[config.mk]
export PLATFORM = sky130hd
export DESIGN_NAME = hamming74_decoder
export DESIGN_NICKNAME = d
export VERILOG_FILES = /design/src/rtl/hamming74_decoder.sv
export SDC_FILE = /design/constraint.sdc
export NUM_CORES = 1
export LEC_CHECK = 0
export BUFFER_PORTS_ARGS = -buffer_cell sky130_fd_sc_hd__buf_2
export CELL_PAD_IN_SITES_DETAIL_PLACEMENT = 1
export CELL_PAD_IN_SITES_GLOBAL_PLACEMENT = 2
export CORE_AREA = 2 2 96 98
export CTS_CLUSTER_DIAMETER = 100
export DETAILED_ROUTE_END_ITERATION = 10
export DIE_AREA = 0 0 98 100
export HOLD_SLACK_MARGIN = 0.05
export MAX_ROUTING_LAYER = met4
export PLACE_DENSITY_LB_ADDON = 0.05
export SYNTH_ARGS = -nofsm -noshare
export SYNTH_HDL_FRONTEND = slang
export SYNTH_SLANG_ARGS = --single-unit
[constraint.sdc]
create_clock -name clk -period 1.88 [get_ports clk]
set_clock_uncertainty 0.15 [all_clocks]
set_input_delay 0.47 -clock clk [delete_from_list [all_inputs] [get_ports clk]]
set_output_delay 0.47 -clock clk [all_outputs]
set_load 0.01 [all_outputs]
[src/rtl/hamming74_decoder.sv]
// Hamming(7,4) decoder with a 2-stage valid/ready pipeline and saturating error counters.
//
// Handshake: a word moves across an interface on a cycle where valid and ready are both
// high. The producer keeps valid and data stable until that happens. Here ready does not
// depend on valid. On the output side out_* hold while out_valid=1 and out_ready=0. On the
// input side in_ready = !out_valid | out_ready, because both stages advance together.
module hamming74_decoder #(
    parameter int CNT_W = 16
) (
    input  logic             clk,
    input  logic             reset,
    input  logic [6:0]       in_codeword,
    input  logic             in_valid,
    output logic             in_ready,
    output logic [3:0]       out_data,
    output logic [2:0]       out_syndrome,
    output logic             out_err,
    output logic             out_valid,
    input  logic             out_ready,
    input  logic             clr_counts,
    output logic [CNT_W-1:0] data_err_count,
    output logic [CNT_W-1:0] par_err_count
);

    logic       en;
    logic       out_fire;
    logic [2:0] in_syndrome;
    logic       s1_valid;
    logic [6:0] s1_codeword;
    logic [2:0] s1_syndrome;
    logic [6:0] flip_mask;
    logic [6:0] fixed_cw;
    logic       data_hit;
    logic       par_hit;

    // Both stages move as one; a stall freezes the entire pipeline.
    assign en       = !out_valid || out_ready;
    // Hold off the producer while reset is asserted, even though the pipeline is empty.
    assign in_ready = en && reset;
    assign out_fire = out_valid && out_ready;

    // Syndrome bits {s1,s2,s3}. Each bit re-checks one parity group, including its parity bit.
    always_comb begin
        in_syndrome[2] = in_codeword[6] ^ in_codeword[4] ^ in_codeword[2] ^ in_codeword[0];
        in_syndrome[1] = in_codeword[5] ^ in_codeword[4] ^ in_codeword[1] ^ in_codeword[0];
        in_syndrome[0] = in_codeword[3] ^ in_codeword[2] ^ in_codeword[1] ^ in_codeword[0];
    end

    // Stage 1: capture the raw codeword and its syndrome.
    always_ff @(posedge clk or negedge reset) begin
        if (!reset) begin
            s1_valid    <= 1'b0;
            s1_codeword <= '0;
            s1_syndrome <= '0;
        end else if (en) begin
            s1_valid <= in_valid;
            if (in_valid) begin
                s1_codeword <= in_codeword;
                s1_syndrome <= in_syndrome;
            end
        end
    end

    // Map a syndrome to the single codeword bit it points at.
    always_comb begin
        flip_mask = 7'b0000000;
        case (s1_syndrome)
            3'd4:    flip_mask = 7'b1000000;  // p1
            3'd2:    flip_mask = 7'b0100000;  // p2
            3'd6:    flip_mask = 7'b0010000;  // d3
            3'd1:    flip_mask = 7'b0001000;  // p3
            3'd5:    flip_mask = 7'b0000100;  // d2
            3'd3:    flip_mask = 7'b0000010;  // d1
            3'd7:    flip_mask = 7'b0000001;  // d0
            default: flip_mask = 7'b0000000;
        endcase
    end

    assign fixed_cw = s1_codeword ^ flip_mask;

    // Stage 2: register the corrected data word and its error status.
    always_ff @(posedge clk or negedge reset) begin
        if (!reset) begin
            out_valid    <= 1'b0;
            out_data     <= '0;
            out_syndrome <= '0;
            out_err      <= 1'b0;
        end else if (en) begin
            out_valid <= s1_valid;
            if (s1_valid) begin
                out_data     <= {fixed_cw[4], fixed_cw[2], fixed_cw[1], fixed_cw[0]};
                out_syndrome <= s1_syndrome;
                out_err      <= (s1_syndrome != 3'd0);
            end
        end
    end

    // Classify the delivered word by which kind of bit its correction touched.
    always_comb begin
        data_hit = 1'b0;
        par_hit  = 1'b0;
        case (out_syndrome)
            3'd3, 3'd5, 3'd6, 3'd7: data_hit = out_fire;
            3'd1, 3'd2, 3'd4:       par_hit  = out_fire;
            default: begin
                data_hit = 1'b0;
                par_hit  = 1'b0;
            end
        endcase
    end

    // Saturating statistics. A clear wins over an increment in the same cycle.
    always_ff @(posedge clk or negedge reset) begin
        if (!reset) begin
            data_err_count <= '0;
            par_err_count  <= '0;
        end else if (clr_counts) begin
            data_err_count <= '0;
            par_err_count  <= '0;
        end else begin
            if (data_hit && (data_err_count != '1)) begin
                data_err_count <= data_err_count + 1'b1;
            end
            if (par_hit && (par_err_count != '1)) begin
                par_err_count <= par_err_count + 1'b1;
            end
        end
    end

endmodule

* Word level (Yosys, flattened, before mapping)
Index checks and enable logic that the tools add are counted.
** Cells by class
- Add/subtract/negate cells :: 2
- $mul :: 0
- Divide/modulo/power cells :: 0
- Order comparisons :: 0
- Eq/ne operators :: 16
- Shift-type cells :: 0
- Multiplexer cells :: 7
- Bitwise gates (word level) :: 10
- Reduce and logical (&&, ||, !) cells :: 13
** Operator list (number)
- 2-to-1 mux 16 bit :: 4
- case mux 5 bit (7 select lines) :: 1
- adder 16 x 1 -> 16 bit (second input constant) :: 2
- != test 16 bit (second input constant) :: 2
- equality test 3 bit (second input constant) :: 8
- equality test 3 x 2 -> 1 bit (second input constant) :: 4
- bitwise XOR 1 bit :: 9
- equality test 3 x 1 -> 1 bit (second input constant) :: 2
- bitwise XOR 5 bit :: 1
- logical AND 1 bit :: 4
- AND reduction 2 bit :: 2
- nonzero test 2 bit :: 2
- OR reduction 4 bit :: 1
- nonzero test 3 bit :: 1
- OR reduction 3 bit :: 1
- 2-to-1 mux 1 bit :: 2
- zero test 1 bit :: 1
- logical OR 1 bit :: 1
** Storage, ports and cells
- Register bits :: 50
- Bits in latches :: 0
- Bits in writable memories :: 0
- Memory bits (read-only) :: 0
- Bits of input ports :: 12
- Output and inout port bits :: 42
- Word-level logic and storage cells :: 57
- Memories kept :: 0

* Logic depth before layout (Yosys ltp)
Gate-level depths: netlist of run 1.
- Word-level depth :: 6
- Mapped depth :: 6
- Depth with buffers taken out :: 6

* Worst setup path before layout of run 1
No wires, ideal clock.
- Path kind :: register to register
- Start :: register out_syndrome[2]
- End :: register par_err_count[11]
- Setup time :: 0.120 ns
- Arrival :: 1.576 ns
- Data required time :: 1.610 ns
- Slack :: 0.034 ns
- Cell stages (with the launch flop) :: 6
- Path buffers :: 0
- Clock period less this slack :: 1.846 ns
- Path through :: dfrtp_1 o21ai_0 o2111ai_2 nor4_1 a21oi_1 a31o_1
** On the way
- Cells in the longest elaborated chain, start to end :: 5
- Elaborated cells on any way between the ends :: 7
- Classes of those cells :: eq/ne (3); mux (1); reduce/logical (3)
** Ends and longest elaborated chain
- start: declaration :: line 16 : output logic [2:0] out_syndrome,
- start signal: assignment :: line 92 : out_syndrome <= s1_syndrome;
- equality test 3 x 1 -> 1 bit, or another cell as far along :: line 102 : case (out_syndrome)
- OR reduction 3 bit (*) :: line 102
- 2-to-1 mux 1 bit (*) :: line 102
- logical AND 1 bit (*) :: line 124 : if (par_hit && (par_err_count != '1)) begin
- nonzero test 2 bit (no source line) (*)
- end signal: assignment :: line 125 : par_err_count <= par_err_count + 1'b1;
- end: declaration :: line 22 : output logic [CNT_W-1:0] par_err_count
Every way passes the cells marked *; elsewhere a longest branch is shown, timed or not.
A chain may end at the register's enable or synchronous reset.

* Worst setup path in the final report of run 1
- Start :: register out_syndrome[2]
- End :: register data_err_count[15]
** On the way
- Cells in the longest elaborated chain, start to end :: 5
- Elaborated cells on any way between the ends :: 8
- Classes of those cells :: eq/ne (4); mux (1); reduce/logical (3)
** Ends and longest elaborated chain
- equality test 3 x 2 -> 1 bit or equality test 3 bit (tied branches) :: line 102
- OR reduction 4 bit (*) :: line 102
- 2-to-1 mux 1 bit (*) :: line 102
- logical AND 1 bit (*) :: line 121 : if (data_hit && (data_err_count != '1)) begin
- nonzero test 2 bit (no source line) (*)
- end signal: assignment :: line 122 : data_err_count <= data_err_count + 1'b1;
- end: declaration :: line 21 : output logic [CNT_W-1:0] data_err_count,
Marks and branches as above.

==> reports/metrics.yaml, run 1 <==
grt_overflow: 0
cp.depth: 6
antenna_found_initial: 0
worst_path_max_delay_cell: "dfrtp_2"
max_stage_delay_ns: 0.43
numPortBuffers: 53
r2r-start: "out_syndrome[2]"
postCtsHoldBufs: 0
nFillCells: 1052
die_h_microns: 100
path_buf_inv: 2
gp_congestion: 0.751
h-tree-depth: 2
cp_top_family: "compound AO/OA/AOI/OAI gates"
drive_gt1_share_pct: 42.0
cp_max_fo: 8
status: "finished clean"
layout.nets: 370
yosysWarnings: 0
p_sw_share_pct: 30.4
wl_microns: 6910
grt_util_all_layers_pct: 15.0
drc: 0
clockPowerShare_pct: 28.1
worstMarginPinSlew_ns: 0.516
grt_pass1_vias: 2237
viasPerCell: 4.68
ys_types: 43
syn_nets: 271
endpoint_kind: "register"
arrival_ns: 1.85
crit_chain: "buf_4 > maj3_2 > nand4_1 > buf_6 > o31a_1 > a311oi_2"
ff2ff_path_depth: 6
start_util_pct: 28.9
hpwlAfterDp_microns: 5150
netlist_area_sq_um: 2570
placed_area_sq_um: 3280
clock.fmax_mhz: 559
multi_input_area_sq_um: 1440
final_area_sq_um: 3590
die_x_microns: 98
slew_headroom_pct: 65.5
p_seq_share_pct: 45.4
maxCapViolations: 0
leakagePower_nw: 1.56
clkSinkCount: 49
final_common_cell: "buf_2"
synthFlopType: "dfrtp_1"
irDropWorstVdd_v: 0.000380
whs_ns: 0.0639
grt_max_degree: 50
dieArea_sq_um: 9800
cts_buffers: 5
postSynthCellCount: 257
p_comb_share_pct: 26.5
post-route-period-util_pct: 95.2
ys_seq_area_share_pct: 47.7
vias: 2188
io_pins: 54
required_ns: 1.95
clk_latency_ns: 0.31
powerDensity_nw_per_um2: 800
p_int_mw: 2.00
firstDrtPassIters: 4
regArea_sq_um: 1230
rsz0062_at_grt: "true"
finalHoldViolCount: 0
ys_ff_latch: 49
rows: 35
root_buffer: "clkbuf_8"
min_period_ns: 1.79
grt_pass1_wl_microns: 11500
first_iter_violations: 55
ant_nets: 0
area_delta_synth_final_pct: 39.5
cts_buffer_depth: 2
post_drt_wl_per_cell_microns: 14.8
startpoint: "out_syndrome[2]"
cts_tree: "built"
avgSynthCellArea_sq_um: 10.0
layout_common_cells: "buf_2, dfrtp_1, buf_4"
crit_path_start_kind: "register"
path_clk_slew_ns: 0.10
p_sw_uw: 872
synth-edff-count: 0
finalSetupViolCount: 0
synthArstFlopShare_pct: 100
n_antenna_cell: 0
core_sq_um: 8890
slew_viol_final: 0
holdCritPathClass: "in -> async"
worstSetupPathType: "reg -> reg"
[cells by family after synthesis]
family                     after synthesis  synth area share [%]
AOI/OAI and AO/OA                       32                  9.15
xor gates and xnor gates                37                  12.6
and+or+nand+nor                        111                  22.4
DFF                                     49                  47.7
muxes                                   10                  4.23
buffers and inverters                   15                  2.53
adders and majority gates                3                  1.36
[power by group through the flow]
stage          Clock [mW]  Sequential (mW)  Combinational [mW]
4_1_cts             0.853             1.29               0.706
3_3_place_gp            0             1.31               0.678
3_5_place_dp            0             1.31               0.691
2_1_floorplan           0             1.34               0.309
6_report            0.806             1.30               0.759
5_1_grt             0.878             1.33               0.844
[worst reg2reg max path, stage by stage, from the launching register on]
cell and delay (ns):
dfrtp_2 0.43, buf_4 0.14, maj3_2 0.21, nand4_1 0.11
buf_6 0.16, o31a_1 0.25, a311oi_2 0.26
[flip-flops by register name, indices dropped and copies added, names as in the netlist]
| register | cells |
|---|---|
| data_err_count | 16 |
| out_data | 4 |
| out_err | 1 |
| out_syndrome | 3 |
| out_valid | 1 |
| par_err_count | 16 |
| s1_codeword | 4 |
| s1_syndrome | 3 |
| s1_valid | 1 |
[synth_stat cells (3+ instances only)]
library cell	number	area [sq um]
nand4_1	4	25.0
a21oi_1	5	25.0
nor4_1	5	31.3
nand2_1	27	101
nor2_1	38	143
inv_1	7	26.3
a211oi_1	7	52.6
mux2i_1	3	30.0
xor2_1	5	43.8
clkbuf_1	5	18.8
nand3_1	8	40.0
nor4b_1	3	26.3
mux2_2	7	78.8
nor3_1	7	35.0
xnor2_1	32	280
dfrtp_1	49	1230
o21ai_0	12	60.1
[worst paths after layout]
| check | endpoint | slack, ns |
|---|---|---|
| max | data_err_count[15] | 0.09 |
| min | data_err_count[13] | 0.06 |
| max reg2reg | data_err_count[15] | 0.09 |
| min reg2reg | out_valid | 0.33 |
| max in group asynchronous | out_syndrome[1] | 1.24 |
| min in group clk | s1_codeword[4] | 0.27 |
[final cells by class]
class,count,area share (%)
inverters,7,0.733
repair buffers,100,17.8
clock inverters,1,0.837
clock buffers,7,2.41
multi-input cells,193,40.1
well taps,111,3.87
flip-flops and latches,49,34.3
[per-stage QoR]
stage	utilization [%]	instances	TNS [ns]	setup WS, ns	power (mW)
after floorplan	-	257	0	0.0339	1.65
after global placement	36.9	457	-0.0112	-0.0112	1.98
after detailed placement	36.9	457	-0.262	-0.0613	2.00
after CTS	38.3	466	-0.0464	-0.0194	2.85
after global routing	40.3	468	-0.162	-0.0414	3.05
final	40.3	468	0	0.0909	2.87
[per-layer routing]
layer,part of all wire (%),GRT usage (%)
met1,50,20.7
met2,46,22.8
met3,3.2,2.51
met4,1.1,4.17
met5,0,-
[timing repair]
item / in CTS / in global routing
buffers inserted: 1 / 2
endpoints found under the setup margin: 12 / 29
pin swaps: 3 / 2
resized for setup: 2 / 32
(Power assumes the default switching activity.)
==> run 2: changes to the inputs <==
Settings changed: ABC_AREA from default to 1, CORE_AREA 2 2 96 98 to 2 2 106 108, DIE_AREA 0 0 98 100 to 0 0 108 110.
==> run 2 against run 1 <==
Against the previous run: worst setup slack better by 0.016 ns; non-clock buffer count is 26 lower; synthesized area is 14% higher; largest power group unchanged; highest routed layer unchanged.
==> reports/metrics.yaml, run 2 <==
antenna_found_initial: 0
status: "finished clean"
cp_max_fo: 6
avgSynthCellArea_sq_um: 7.48
irDropWorstVdd_v: 0.000329
drive_gt1_share_pct: 25.7
grt_util_all_layers_pct: 16.1
ys_seq_area_share_pct: 41.7
postCtsHoldBufs: 0
core_sq_um: 10700
firstDrtPassIters: 4
synthArstFlopShare_pct: 100
maxCapViolations: 0
synth-edff-count: 0
yosysMostFrequentCell: "nand2_1"
powerDensity_nw_per_um2: 692
first_iter_violations: 75
ys_top_cells_by_count: "nand2_1, nand3_1, dfrtp_1"
finalSetupViolCount: 0
clock.fmax_mhz: 564
grt_pass1_wl_microns: 14600
gp_congestion: 0.762
finalPower_mw: 2.52
rsz0062_at_grt: "true"
fin_util_pct: 34.1
p_int_mw: 1.65
die_h_microns: 110
p_sw_uw: 873
clkSinkCount: 49
io_pins: 54
endpoint_kind: "register"
synthFlopType: "dfrtp_1"
holdCritPathClass: "in -> async"
crit_path_start_kind: "register"
grt_pass1_vias: 2927
path_clk_slew_ns: 0.11
cts_tree: "built"
required_ns: 1.99
syn_nets: 407
ant_nets: 0
root_buffer: "clkbuf_8"
postSynthCellCount: 393
numPortBuffers: 53
clockPowerShare_pct: 25.9
wl_microns: 8810
h-tree-depth: 2
start_util_pct: 27.5
leakagePower_nw: 1.83
rows: 38
ys_ff_latch: 49
drc: 0
arrival_ns: 1.88
worstSetupPathType: "reg -> reg"
cts_buffer_depth: 2
ys_types: 29
layout.nets: 483
netlist_area_sq_um: 2940
r2r_setup_slack_ns: 0.11
placed_area_sq_um: 3480
yosysWarnings: 0
final_common_cell: "nand2_1"
post_drt_wl_per_cell_microns: 14.4
n_antenna_cell: 0
final_area_sq_um: 3650
p_comb_share_pct: 24.5
slew_headroom_pct: 73.4
yosysTopAreaCellShare_pct: 41.7
viasPerCell: 4.56
top_regs: "data_err_count x16, par_err_count x16"
slew_viol_final: 0
vias: 2784
dieArea_sq_um: 11900
synth_largest_area_cell: "dfrtp_1"
min_period_ns: 1.77
ff2ff_path_depth: 10
worstMarginPinSlew_ns: 0.398
p_seq_share_pct: 49.6
cts_buffers: 5
grt_overflow: 0
finalHoldViolCount: 0
p_sw_share_pct: 34.6
yosys-top-cells-area: "dfrtp_1, nand2_1, nand3_1"
layout_common_cells: "nand2_1, buf_2, nand3_1"
die_x_microns: 108
tns_ns: 0
clk_latency_ns: 0.31
grt_max_degree: 50
hpwlAfterDp_microns: 6610
whs_ns: 0.0697
area_delta_synth_final_pct: 24.2
post-route-period-util_pct: 94.3
-- run 2: cell count changes after synthesis, sizes merged, moves of 8 or more --
cell	change
nor4	-8
xor2	+13
o21ai	+18
nand3	+44
xnor2	-30
nand2	+107
nor3	-9
inv	+29
-- run 2: path summary, 6_finish.rpt --
path / from / end
worst max-delay path: data_err_count[0] / data_err_count[5]
worst min-delay path: reset / data_err_count[2]
worst max register to register: data_err_count[0] / data_err_count[5]
worst min register to register: out_data[1] / out_data[1]
max in group asynchronous: reset / par_err_count[7]
min in group clk: in_codeword[4] / s1_codeword[4]
-- run 2: through the flow --
step                std cells  setup slack [ns]
floorplan                 393             0.244
global placement          597             0.109
detailed placement        597            0.0855
CTS                       605            0.0711
global route              610          -0.00936
finish                    610             0.107
-- run 2: layout make-up --
cell class	instances	area (sq um)
Timing Repair Buffer	74	452
Fill cell	1342	7050
Inverter	38	144
Tap cell	140	175
Clock buffer	5	68.8
Multi-Input combinational cell	301	1560
Sequential cell	49	1230
Clock inverter	3	17.5
-- run 2: logic make-up after synthesis --
family	count (synthesis)	synth area share, %
xor+xnor	20	5.96
fa+ha+maj	2	0.852
compound gates	41	7.88
flops	49	41.7
simple gates	237	37.4
buf+inv	44	6.17
-- run 2: repair_timing --
| action | CTS | global route |
|---|---|---|
| buffers inserted | 0 | 4 |
| resized for setup | 0 | 10 |
| endpoints found under the setup margin | 0 | 19 |
-- run 2: layer usage --
metal / vias to the layer above / track usage (%) / routed length [microns]
met4: 0 / 2.75 / 47
met5: - / - / 0
met2: 40 / 25.4 / 4060
li1: 1413 / - / -
met1: 1327 / 22.3 / 4480
met3: 4 / 2.35 / 228
-- run 2: critical path: stages (launching register included) --
cell     delay (ns)
dfrtp_1        0.39
ha_2           0.22
nand2_2        0.08
nor2_4         0.17
nand2_4        0.09
nor2_4         0.13
nor2_4         0.06
buf_12         0.13
nor2_4         0.17
nand2_1        0.08
nand2_1        0.06
-- run 2: power groups by stage --
stage | Combinational, mW | Sequential [mW] | Clock [mW]
CTS | 0.592 | 1.25 | 0.687
floorplan | 0.316 | 1.29 | 0
detailed placement | 0.590 | 1.27 | 0
global route | 0.703 | 1.27 | 0.726
global placement | 0.585 | 1.27 | 0
finish | 0.618 | 1.25 | 0.655
==> run 3: changes to the inputs <==
Settings changed: BUFFER_PORTS_ARGS -buffer_cell sky130_fd_sc_hd__buf_2 to default, CORE_AREA 2 2 106 108 to 2 2 99 101, DIE_AREA 0 0 108 110 to 0 0 101 103, DONT_BUFFER_PORTS from default to 1.
==> run 3 against run 2 <==
Against the previous run: cell count down 9.8%; non-clock buffer count down 36; hold slack better by 0.049 ns; total power up 4.1%; worst setup slack worse by 0.012 ns; global-route usage up 2.1 points; highest routed layer unchanged.
==> reports/metrics.yaml, run 3 (same netlist as run 2, synthesis figures left out) <==
clock.fmax_mhz: 560
path_clk_slew_ns: 0.11
crit_path_start_kind: "register"
cts_buffer_depth: 2
grt_overflow: 0
powerDensity_nw_per_um2: 742
wl_met1_microns: 4110
layout.nets: 447
drive_gt1_share_pct: 18.9
rsz0062_at_grt: "true"
die_x_microns: 101
multi_input_area_sq_um: 1570
wl_microns: 8720
io_pins: 54
required_ns: 1.98
hpwlAfterDp_microns: 6460
top_layer: "met4"
met3WireLength_microns: 475
p_sw_share_pct: 32.4
instances_no_fill: 550
p_seq_share_pct: 49.3
endpoint_kind: "register"
area_delta_synth_final_pct: 20.5
path_buf_inv: 1
cp_max_fo: 9
finalPower_mw: 2.63
startpoint: "data_err_count[1]"
start_util_pct: 31.1
worstSetupPathType: "reg -> reg"
irDropWorstVdd_v: 0.000318
arrival_ns: 1.89
die_h_microns: 103
grt_util_all_layers_pct: 18.2
top_regs: "data_err_count x16, par_err_count x16"
layout_common_cells: "nand2_1, nand3_1, dfrtp_1"
clkSinkCount: 49
grt_max_degree: 50
tns_ns: 0
regArea_sq_um: 1230
vias: 2658
h-tree-depth: 2
slew_viol_final: 0
holdCritPathClass: "in -> reg"
post_drt_wl_per_cell_microns: 15.8
core_sq_um: 9460
final_area_sq_um: 3540
nFillCells: 1176
setup_slack_ns: 0.0947
place_ws_ns: 0.0952
worst_path_max_delay_cell: "dfrtp_1"
r2r-start: "data_err_count[1]"
gp_congestion: 0.791
root_buffer: "clkbuf_8"
numPortBuffers: 0
cts_tree: "built"
dpl.cell_count: 535
min_from: "in_codeword[0]"
min_period_ns: 1.79
cts_buffers: 5
antenna_found_initial: 1
cp_top_family: "simple AND/OR/NAND/NOR gates"
grt_pass1_wl_microns: 14200
route.met2.wl_microns: 4030
grt_pass1_vias: 2749
dieArea_sq_um: 10400
whs_ns: 0.119
p_int_mw: 1.77
finalSetupViolCount: 0
leakagePower_nw: 1.66
clk_latency_ns: 0.31
post-route-period-util_pct: 95.0
clockPowerShare_pct: 31.9
status: "finished clean"
firstDrtPassIters: 4
viasPerCell: 4.83
worstMarginPinSlew_ns: 0.587
p_comb_share_pct: 18.8
maxCapViolations: 0
ant_nets: 0
first_iter_violations: 60
p_sw_uw: 852
drc: 0
fin_util_pct: 37.4
slew_headroom_pct: 60.8
rows: 36
placed_area_sq_um: 3310
final_common_cell: "nand2_1"
crit_chain: "ha_4 > nand2_2 > nor2_2 > nand2_2 > nor2_4 > nor2_4 > buf_12 > nor2_8 > nand2_1 > nand2_1"
max_stage_delay_ns: 0.41
finalHoldViolCount: 0
-- run 3: cell count changes in the layout (fill, tap and decap cells not counted), sizes merged --
cell,before,now
clkinvlp,1,0
buf,74,37
clkbuf,5,7
clkinv,4,2
dlygate4sd3,0,1
bufinv,0,1
diode,0,2
-- run 3: metal layers --
layer  up-vias  GRT usage [%]
met5         -              -
met4         0           4.37
li1       1345              -
met1      1255           23.5
met3         8           4.34
met2        50           28.9
-- run 3: final cells by class --
type	instances	area share, %
Antenna cell	2	0.141
Clock buffer	7	2.44
Clock inverter	1	0.848
Inverter	38	4.06
Multi-Input combinational cell	301	44.3
Sequential cell	49	34.7
Tap cell	114	4.03
Timing Repair Buffer	38	9.51
-- run 3: worst paths after layout --
check / endpoint / cells after the start / slack (ns)
setup / recovery: data_err_count[12] / 10 / 0.09
hold / removal: s1_codeword[0] / 2 / 0.12
setup reg to reg: data_err_count[12] / 10 / 0.09
hold reg to reg: s1_codeword[0] / 2 / 0.36
max in group asynchronous: out_data[2] / 2 / 0.81
min in group asynchronous: data_err_count[1] / 2 / 0.49
-- run 3: worst register-to-register path, stage by stage, from the launching register on --
cell and delay (ns):
dfrtp_1 0.41, ha_4 0.17, nand2_2 0.06, nor2_2 0.18
nand2_2 0.13, nor2_4 0.13, nor2_4 0.06, buf_12 0.14
nor2_8 0.16, nand2_1 0.07, nand2_1 0.07
-- run 3: what timing repair did --
item	4_1_cts	5_1_grt
gates resized for setup	0	10
endpoints found under the setup margin	0	13
buffers inserted	0	2
hold endpoints to repair	49	0
hold buffers	2	0
-- run 3: power by group through the flow --
| stage | registers [mW] | clock network, mW | logic [mW] |
|---|---|---|---|
| after floorplan | 1.29 | 0 | 0.316 |
| after CTS | 1.30 | 0.863 | 0.474 |
| after global placement | 1.31 | 0 | 0.432 |
| after global routing | 1.32 | 0.897 | 0.568 |
| after detailed placement | 1.32 | 0 | 0.441 |
| final | 1.29 | 0.838 | 0.494 |
